[src/rtl/operand_issue_pkg.sv]
// Shared types and defaults for the operand issue stage.
package operand_issue_pkg;

  typedef enum logic [1:0] {
    EMPTY   = 2'd0,
    PARTIAL = 2'd1,
    FULL    = 2'd2
  } state_t;

  localparam int DEF_DATA_W  = 8;
  localparam int DEF_DEPTH   = 4;
  localparam int ISSUE_CNT_W = 16;

endpackage

[src/rtl/operand_fifo_mem.sv]
// Operand pair storage: one synchronous write port, one combinational read port.
// Write visible on the read port the cycle after the write edge; no flow control of its own.
// Contents are deliberately not reset.
module operand_fifo_mem #(
  parameter int W     = 16,
  parameter int DEPTH = 4
) (
  input  logic                     clk,
  input  logic                     we,
  input  logic [$clog2(DEPTH)-1:0] waddr,
  input  logic [W-1:0]             wdat,
  input  logic [$clog2(DEPTH)-1:0] raddr,
  output logic [W-1:0]             rdat
);

  logic [W-1:0] mem [DEPTH];

  always_ff @(posedge clk) begin
    if (we) mem[waddr] <= wdat;
  end

  assign rdat = mem[raddr];

endmodule

[src/rtl/operand_issue.sv]
// Buffers (A,B) operand pairs in a DEPTH-entry FIFO and presents the head on Ain/Bin.
// Push-to-issue latency 1 cycle, 1 pair/cycle sustained; in_ready drops only when FULL (no bypass).
// Optional issue counter enabled by OPERAND_ISSUE_STATS_EN.
module operand_issue
  import operand_issue_pkg::*;
#(
  parameter int DATA_W = DEF_DATA_W,
  parameter int DEPTH  = DEF_DEPTH
) (
  input  logic                     clk,
  input  logic                     rst,
  input  logic                     flush,
  input  logic                     in_valid,
  output logic                     in_ready,
  input  logic [DATA_W-1:0]        in_a,
  input  logic [DATA_W-1:0]        in_b,
  output logic                     issue_valid,
  input  logic                     issue_ready,
  output logic [DATA_W-1:0]        Ain,
  output logic [DATA_W-1:0]        Bin,
  output logic [$clog2(DEPTH):0]   level
`ifdef OPERAND_ISSUE_STATS_EN
  ,
  output logic [ISSUE_CNT_W-1:0]   issue_cnt
`endif
);

  localparam int PW = $clog2(DEPTH);
  localparam int LW = PW + 1;

  state_t            state, state_nxt;
  logic [LW-1:0]     level_nxt;
  logic [PW-1:0]     wr_ptr, rd_ptr;
  logic [2*DATA_W-1:0] rd_dat;
  logic              push, pop;

  assign in_ready    = (state != FULL);
  assign issue_valid = (state != EMPTY);
  assign push        = in_valid && in_ready;
  assign pop         = issue_valid && issue_ready;

  operand_fifo_mem #(.W(2*DATA_W), .DEPTH(DEPTH)) u_mem (
    .clk   (clk),
    .we    (push && !flush),
    .waddr (wr_ptr),
    .wdat  ({in_a, in_b}),
    .raddr (rd_ptr),
    .rdat  (rd_dat)
  );

  always_ff @(posedge clk or posedge rst) begin
    if (rst) begin
      state <= EMPTY;
      level <= '0;
    end else begin
      state <= state_nxt;
      level <= level_nxt;
    end
  end

  always_comb begin
    state_nxt = state;
    level_nxt = level;
    if (flush) begin
      state_nxt = EMPTY;
      level_nxt = '0;
    end else begin
      case (state)
        EMPTY: if (push) begin
          state_nxt = PARTIAL;
          level_nxt = LW'(1);
        end
        PARTIAL: begin
          if (push && !pop) begin
            level_nxt = level + LW'(1);
            if (level == LW'(DEPTH - 1)) state_nxt = FULL;
          end else if (pop && !push) begin
            level_nxt = level - LW'(1);
            if (level == LW'(1)) state_nxt = EMPTY;
          end
        end
        FULL: if (pop) begin
          state_nxt = PARTIAL;
          level_nxt = level - LW'(1);
        end
        default: begin
          state_nxt = EMPTY;
          level_nxt = '0;
        end
      endcase
    end
  end

  // Pointers wrap naturally at DEPTH (power of two); level is tracked independently.
  always_ff @(posedge clk or posedge rst) begin
    if (rst) begin
      wr_ptr <= '0;
      rd_ptr <= '0;
    end else if (flush) begin
      wr_ptr <= '0;
      rd_ptr <= '0;
    end else begin
      if (push) wr_ptr <= wr_ptr + PW'(1);
      if (pop)  rd_ptr <= rd_ptr + PW'(1);
    end
  end

  assign Ain = issue_valid ? rd_dat[2*DATA_W-1:DATA_W] : '0;
  assign Bin = issue_valid ? rd_dat[DATA_W-1:0]        : '0;

`ifdef OPERAND_ISSUE_STATS_EN
  // A pop coinciding with flush is overridden by the flush, so it is not counted.
  always_ff @(posedge clk or posedge rst) begin
    if (rst)               issue_cnt <= '0;
    else if (pop && !flush) issue_cnt <= issue_cnt + ISSUE_CNT_W'(1);
  end
`endif

endmodule
[config.mk]
export PLATFORM = sky130hd
export DESIGN_NAME = operand_issue
export DESIGN_NICKNAME = d
export VERILOG_FILES = /design/src/rtl/operand_issue_pkg.sv /design/src/rtl/operand_fifo_mem.sv /design/src/rtl/operand_issue.sv
export SDC_FILE = /design/constraint.sdc
export NUM_CORES = 1
export LEC_CHECK = 0
export CAP_MARGIN = 40
export CORE_UTILIZATION = 45
export CTS_BUF_LIST = sky130_fd_sc_hd__clkbuf_8
export DETAILED_ROUTE_END_ITERATION = 10
export HOLD_SLACK_MARGIN = 0.08
export PLACE_DENSITY = 0.75
export SYNTH_ARGS = -nofsm -noshare
export SYNTH_HDL_FRONTEND = slang
export SYNTH_HIERARCHICAL = 1
export SYNTH_SLANG_ARGS = --single-unit
[constraint.sdc]
create_clock -name clk -period 2.9 [get_ports clk]
set_input_delay 0.435 -clock clk [delete_from_list [all_inputs] [get_ports clk]]
set_output_delay 0.435 -clock clk [all_outputs]
set_load 0.01 [all_outputs]
==> results.toml, run 1 <==
[timing]
fin_crit_ns = 2.64
hold_viol = 0
max_slew.worst_pin.slew_ns = 0.480
final_min_period_over_clock_period_pct = 91.0
count_of_endpoints_failing_setup_in_the_final_report = 0
finalSetupTns_ns = 0
unrepaired_setup_endpoints_after_global_routing = "no"
finClkSkew_ns = 0.00682
slew-limit-headroom_pct = 67.9
final_max_slew_viol_count = 0
max_clock_freq_ghz = 0.379
fin_ws_ns = 0.261

[finish]
num-nets-final = 257
area_of_combinational_cells_with_multiple_inputs_um2 = 901
most_frequent_standard_cell_in_the_layout_excluding_fill_and_tap_cells = "edfxtp_1"
mostFrequentLayoutCells = "edfxtp_1 (64), clkdlybuf4s50_1 (41), and2_1 (16)"
layoutNonFillerInstCount = 317
antennaDiodeCount = 0
sequential_cell_area_um2 = 2150
postLayoutCoreUtil_pct = 57.1
synthToLayoutAreaGrowth_pct = 23.1
drive_above_1_share_pct = 16.0
num-fill-cells = 521

[status]
run_status = "complete, no violations"

[critical_path]
setup.worst_path.class = "reg2out"
critical_path.max_stage_delay_ns = 0.61
arrival_ns = 2.20
setup.worst_path.end = "Bin[4]"
timing.critical_path.max_delay_family = "buffers and inverters"
number_of_cell_instances_on_the_worst_register_to_register_path = 5
r2r_slack_ns = 0.99
cp_cell_sequence = "buf_4 > mux4_1 > and2_1 > clkdlybuf4s50_1"
reg2reg_to = "u_mem/mem[0][3]"
slowest_cell_on_crit_path = "mux4_1"
worst_setup_path_startpoint = "rd_ptr[0]"
cp.depth = 4
path_max_fanout = 18
worst_setup_path_end_kind = "output pin"
worst_path_buffer_plus_inverter_count = 2
worst_ep_required_time_ns = 2.47
critical_path.reg2reg.startpoint = "state[0]"
setup.worst_path.start_class = "flop"

[placed_design]
gp_routability_congestion = 0.812
port_buffers = 41
dpl_worst_slack_ns = 0.595
placed_cells = 301
hpwl_um = 3170

[cts]
htree_num_levels = 3
postCtsSetupRepairBufs = 0
insertion_delay_ns = 0.33
cts_made_buffers = 9
cts.sinks = 73
cts_max_path_buffers = 2
tritoncts = "done"
cts.hold.buffers_added = 0
root_buffer = "clkbuf_8"
cts.clk_slew.worst_paths_ns = 0.07
cts_repair_resize_count = 0

[global_route]
grt_use_total_pct = 15.3
grt_start_max_net_pins = 20
vias_in_the_first_global_route = 1654
grt_pass1_wl_um = 8220
antenna_found_initial = 0
grt.overflow.total = 0

[power_and_ir_drop]
combPwrFrac_pct = 10.0
switch_share_pct = 21.2
power_mw = 2.27
power_density_nw_per_um2 = 588
p_clk_share_pct = 37.4
leakage_nw = 1.34
share_seq_of_total_power_pct = 52.7
p_int_mw = 1.79
p_sw_mw = 0.482
vdd_ir_drop_max_uv = 446

[floorplan]
die_height_um = 85.4
fp.coreArea_um2 = 6760
io-pin-count = 42
die_area_um2 = 7300
floorplan.initialDensity_pct = 46.4
rows = 30
die_width_um = 85.4

[synth]
synthesized_nets = 208
synth.yosys.seq_area_share_pct = 68.5
syn_avg_cell_area_um2 = 17.1
postSynthCellCount = 183
post_synth_num_cell_types = 35
yosysWarnings = 6
post_synth_instance_area_um2 = 3130
synth.ff_latch_count = 73

[flow_run]
max_cap_violations = 0

[detailed_routing]
detail_route.wirelength_um = 5080
drtIter0Drc = 65
detailroute.via_count = 1673
vias_per_cell = 5.28
route.detailed.drc = 0
detailed_routing_iterations_pass_1 = 4
antenna_violating_nets_post_route = 0
detail_route.wl_per_cell_um = 16.0

[worst_hold_path]
hp-class = "in2async"
-- through the flow --
stage	area, um^2	hold slack [ns]
2_1_floorplan	3130	0.263
3_3_place_gp	3640	0.595
3_5_place_dp	3640	0.598
4_1_cts	3860	0.379
5_1_grt	3860	0.399
6_report	3860	0.368
-- kinds of logic (layout without fill, tap and decap cells) --
group / after synthesis / after routing / share of synthesized area (%)
DFF: 73 / 73 / 68.5
and+or+nand+nor: 49 / 49 / 9.03
AOI/OAI and AO/OA: 20 / 20 / 4.31
muxes: 17 / 17 / 12.5
buffers and inverters: 16 / 70 / 2.88
adders and majority gates: 4 / 4 / 1.60
xor gates and xnor gates: 4 / 4 / 1.12
-- synth_stat cells --
library cell	count	area share (%)
nor2b_1	1	0.20
o21a_1	2	0.48
a21boi_1	1	0.24
nand3b_1	1	0.24
a32oi_1	1	0.28
mux2i_1	1	0.32
and3b_1	3	0.84
edfxtp_1	64	61
a21oi_1	5	0.80
ha_1	4	1.6
nand2_1	4	0.48
o21ai_0	4	0.64
buf_2	5	0.80
nand3_1	3	0.48
mux4_2	10	7.2
xor2_1	4	1.1
buf_6	1	0.36
and2_1	16	3.2
nor2_1	8	0.96
nor3_1	2	0.32
mux4_1	6	5.0
o31ai_2	1	0.40
nand2b_1	5	1.0
or3b_1	1	0.28
o32ai_1	1	0.28
buf_12	1	0.64
nor3b_1	1	0.24
and3_1	1	0.20
dfrtp_1	9	7.2
o21ai_1	1	0.16
inv_1	5	0.60
a211o_1	2	0.56
clkbuf_1	4	0.48
a211oi_1	2	0.48
or2_2	3	0.60
-- power groups by stage --
stage	Clock, mW	Sequential (mW)	Combinational (mW)
final	0.847	1.20	0.226
after global routing	0.906	1.20	0.248
after CTS	0.866	1.20	0.230
after detailed placement	0	1.22	0.229
after global placement	0	1.22	0.226
after floorplan	0	1.22	0.133
-- worst min path at each step --
stage          cells past startpoint         to  slack (ns)       from
2_1_floorplan                      1   level[0]        0.26        rst
3_3_place_gp                       2  wr_ptr[1]        0.60  wr_ptr[1]
3_5_place_dp                       2  wr_ptr[1]        0.60  wr_ptr[1]
4_1_cts                            2   state[0]        0.38        rst
5_1_grt                            2   level[1]        0.40        rst
6_report                           2   state[0]        0.37        rst
-- state kept, by name, summed over array words and instances, names as in the netlist --
signal     flops
u_mem/mem     64
wr_ptr         2
level          3
state          2
rd_ptr         2
-- metal layers --
metal | up-vias | global-route usage [%] | wire length, um
li1 | 807 | - | -
met1 | 828 | 19.2 | 2180
met2 | 33 | 24.8 | 2620
met3 | 5 | 5.35 | 217
met4 | 0 | 5.45 | 56
met5 | - | 0 | 0
-- layout make-up --
class	instances	area share, %
sequential	73	55.7
multi-input combinational	94	23.4
timing repair buffer	49	12.2
clock buffer	9	3.21
tap	80	2.60
clock inverter	7	2.47
inverter	5	0.487
Note: power is estimated with default switching activity, not from simulation.
==> run 2, diff against run 1 <==
SKIP_CTS_REPAIR_TIMING = 1   (was not set)
==> results of run 2 <==
Same layout as run 1: the final DEF is identical, and so are final timing and power.
==> run 3, diff against run 2 <==
CORE_UTILIZATION = 35   (was 45)
GPL_ROUTABILITY_DRIVEN = 0   (was not set)
PLACE_DENSITY = 0.63   (was 0.75)
==> results.toml, run 3 (synthesized netlist as in run 1, its figures left out) <==
[status]
run_status = "finished, violations left"
failed_checks = "DRC"

[timing]
final_max_slew_viol_count = 0
max_clock_freq_ghz = 0.376
max_slew.worst_pin.slew_ns = 0.458
fin_crit_ns = 2.66
count_of_endpoints_failing_setup_in_the_final_report = 0
unrepaired_setup_endpoints_after_global_routing = "no"
final_min_period_over_clock_period_pct = 91.8
slew-limit-headroom_pct = 69.4
hold_viol = 0
finalSetupTns_ns = 0
holdWs_ns = 0.353
finClkSkew_ns = 0.0115

[critical_path]
r2r_slack_ns = 0.88
setup.worst_path.class = "reg2out"
path_max_fanout = 13
arrival_ns = 2.23
reg2reg_to = "u_mem/mem[0][8]"
cp_cell_sequence = "buf_12 > mux4_1 > and2_1 > clkdlybuf4s50_1"
timing.critical_path.max_delay_family = "buffers and inverters"
critical_path.reg2reg.startpoint = "state[0]"
worst_path_buffer_plus_inverter_count = 2
setup.worst_path.start_class = "flop"
critical_path.max_stage_delay_ns = 0.54
slowest_cell_on_crit_path = "mux4_1"
worst_setup_path_end_kind = "output pin"
worst_ep_required_time_ns = 2.47
number_of_cell_instances_on_the_worst_register_to_register_path = 5

[global_route]
antenna_found_initial = 0
grt_pass1_wl_um = 8910
grt_start_max_net_pins = 20
grt_use_total_pct = 12.7
grt.overflow.total = 0
vias_in_the_first_global_route = 1675

[cts]
tritoncts = "done"
cts.clk_slew.worst_paths_ns = 0.08
insertion_delay_ns = 0.33
root_buffer = "clkbuf_8"
cts.sinks = 73
cts_made_buffers = 9
htree_num_levels = 3
cts_max_path_buffers = 2

[finish]
synthToLayoutAreaGrowth_pct = 26.7
postLayoutCoreUtil_pct = 45.7
largest_register = "u_mem/mem"
layoutNonFillerInstCount = 346
num-fill-cells = 791
antennaDiodeCount = 0
num-nets-final = 258
drive_above_1_share_pct = 16.4
mostFrequentLayoutCells = "edfxtp_1 (64), clkdlybuf4s50_1 (41), and2_1 (16)"
largest_reg_flops = 64
largest_registers = "u_mem/mem: 64 flops, level: 3 flops"
most_frequent_standard_cell_in_the_layout_excluding_fill_and_tap_cells = "edfxtp_1"

[placed_design]
placed_cells = 330
hpwl_um = 3520
port_buffers = 41

[detailed_routing]
antenna_violating_nets_post_route = 0
detailed_routing_iterations_pass_1 = 7
drtIter0Drc = 104
vias_per_cell = 4.89
detail_route.wl_per_cell_um = 15.8
detailroute.via_count = 1691
detail_route.wirelength_um = 5460
route.detailed.drc = 4

[floorplan]
io-pin-count = 42
rows = 34
fp.coreArea_um2 = 8680
die_area_um2 = 9330
floorplan.initialDensity_pct = 36.1
die_width_um = 96.6
die_height_um = 96.6

[power_and_ir_drop]
vdd_ir_drop_max_uv = 410
leakage_nw = 1.39
power_density_nw_per_um2 = 622

[worst_hold_path]
hp-class = "in2async"

[flow_run]
max_cap_violations = 0
-- run 3: changes by cell type in the layout (fill, tap and decap cells not counted) --
cell,before,now
inv_6,1,2
buf_12,0,2
bufinv_16,2,4
buf_4,8,7
clkinvlp_4,3,0
-- run 3: layer usage --
metal / vias to the layer above / share of wire [%] / wire length, um / global-route usage (%)
met5: - / 0 / 0 / 0
met4: 0 / 0.97 / 53 / 5.86
met3: 5 / 3.8 / 205 / 4.05
met2: 28 / 49 / 2680 / 19.7
met1: 854 / 46 / 2520 / 16.2
li1: 804 / - / - / -
-- run 3: worst max path at each step --
stage / startpoint / end / slack [ns] / cells after the start
detailed placement: rd_ptr[0] / Ain[7] / 0.57 / 4
global route: rd_ptr[0] / Ain[7] / 0.12 / 4
global placement: rd_ptr[0] / Bin[0] / 0.58 / 4
finish: rd_ptr[0] / Bin[0] / 0.24 / 4
CTS: rd_ptr[0] / Ain[7] / 0.19 / 4
floorplan: state[0] / u_mem/mem[0][0] / 0.21 / 5
-- run 3: layout make-up --
class	count	area, um^2	area share (%)
clock buffer	9	124	3.12
clock inverter	7	141	3.56
inverter	5	18.8	0.473
multi-input combinational	94	901	22.7
sequential	73	2150	54.1
tap	108	135	3.40
timing repair buffer	50	503	12.7
-- run 3: stage by stage --
step	area (um^2)	total power, mW	setup slack, ns
after floorplan	3130	1.35	0.211
after global placement	3700	1.46	0.583
after detailed placement	3700	1.46	0.569
after CTS	3970	2.50	0.190
after global routing	3970	2.57	0.121
final	3970	2.47	0.237
-- run 3: where the power goes --
group          switching (mW)  total [mW]  internal, mW
Combinational           0.101       0.234         0.133
Sequential             0.0212        1.20          1.18
Clock                   0.377        1.04         0.662
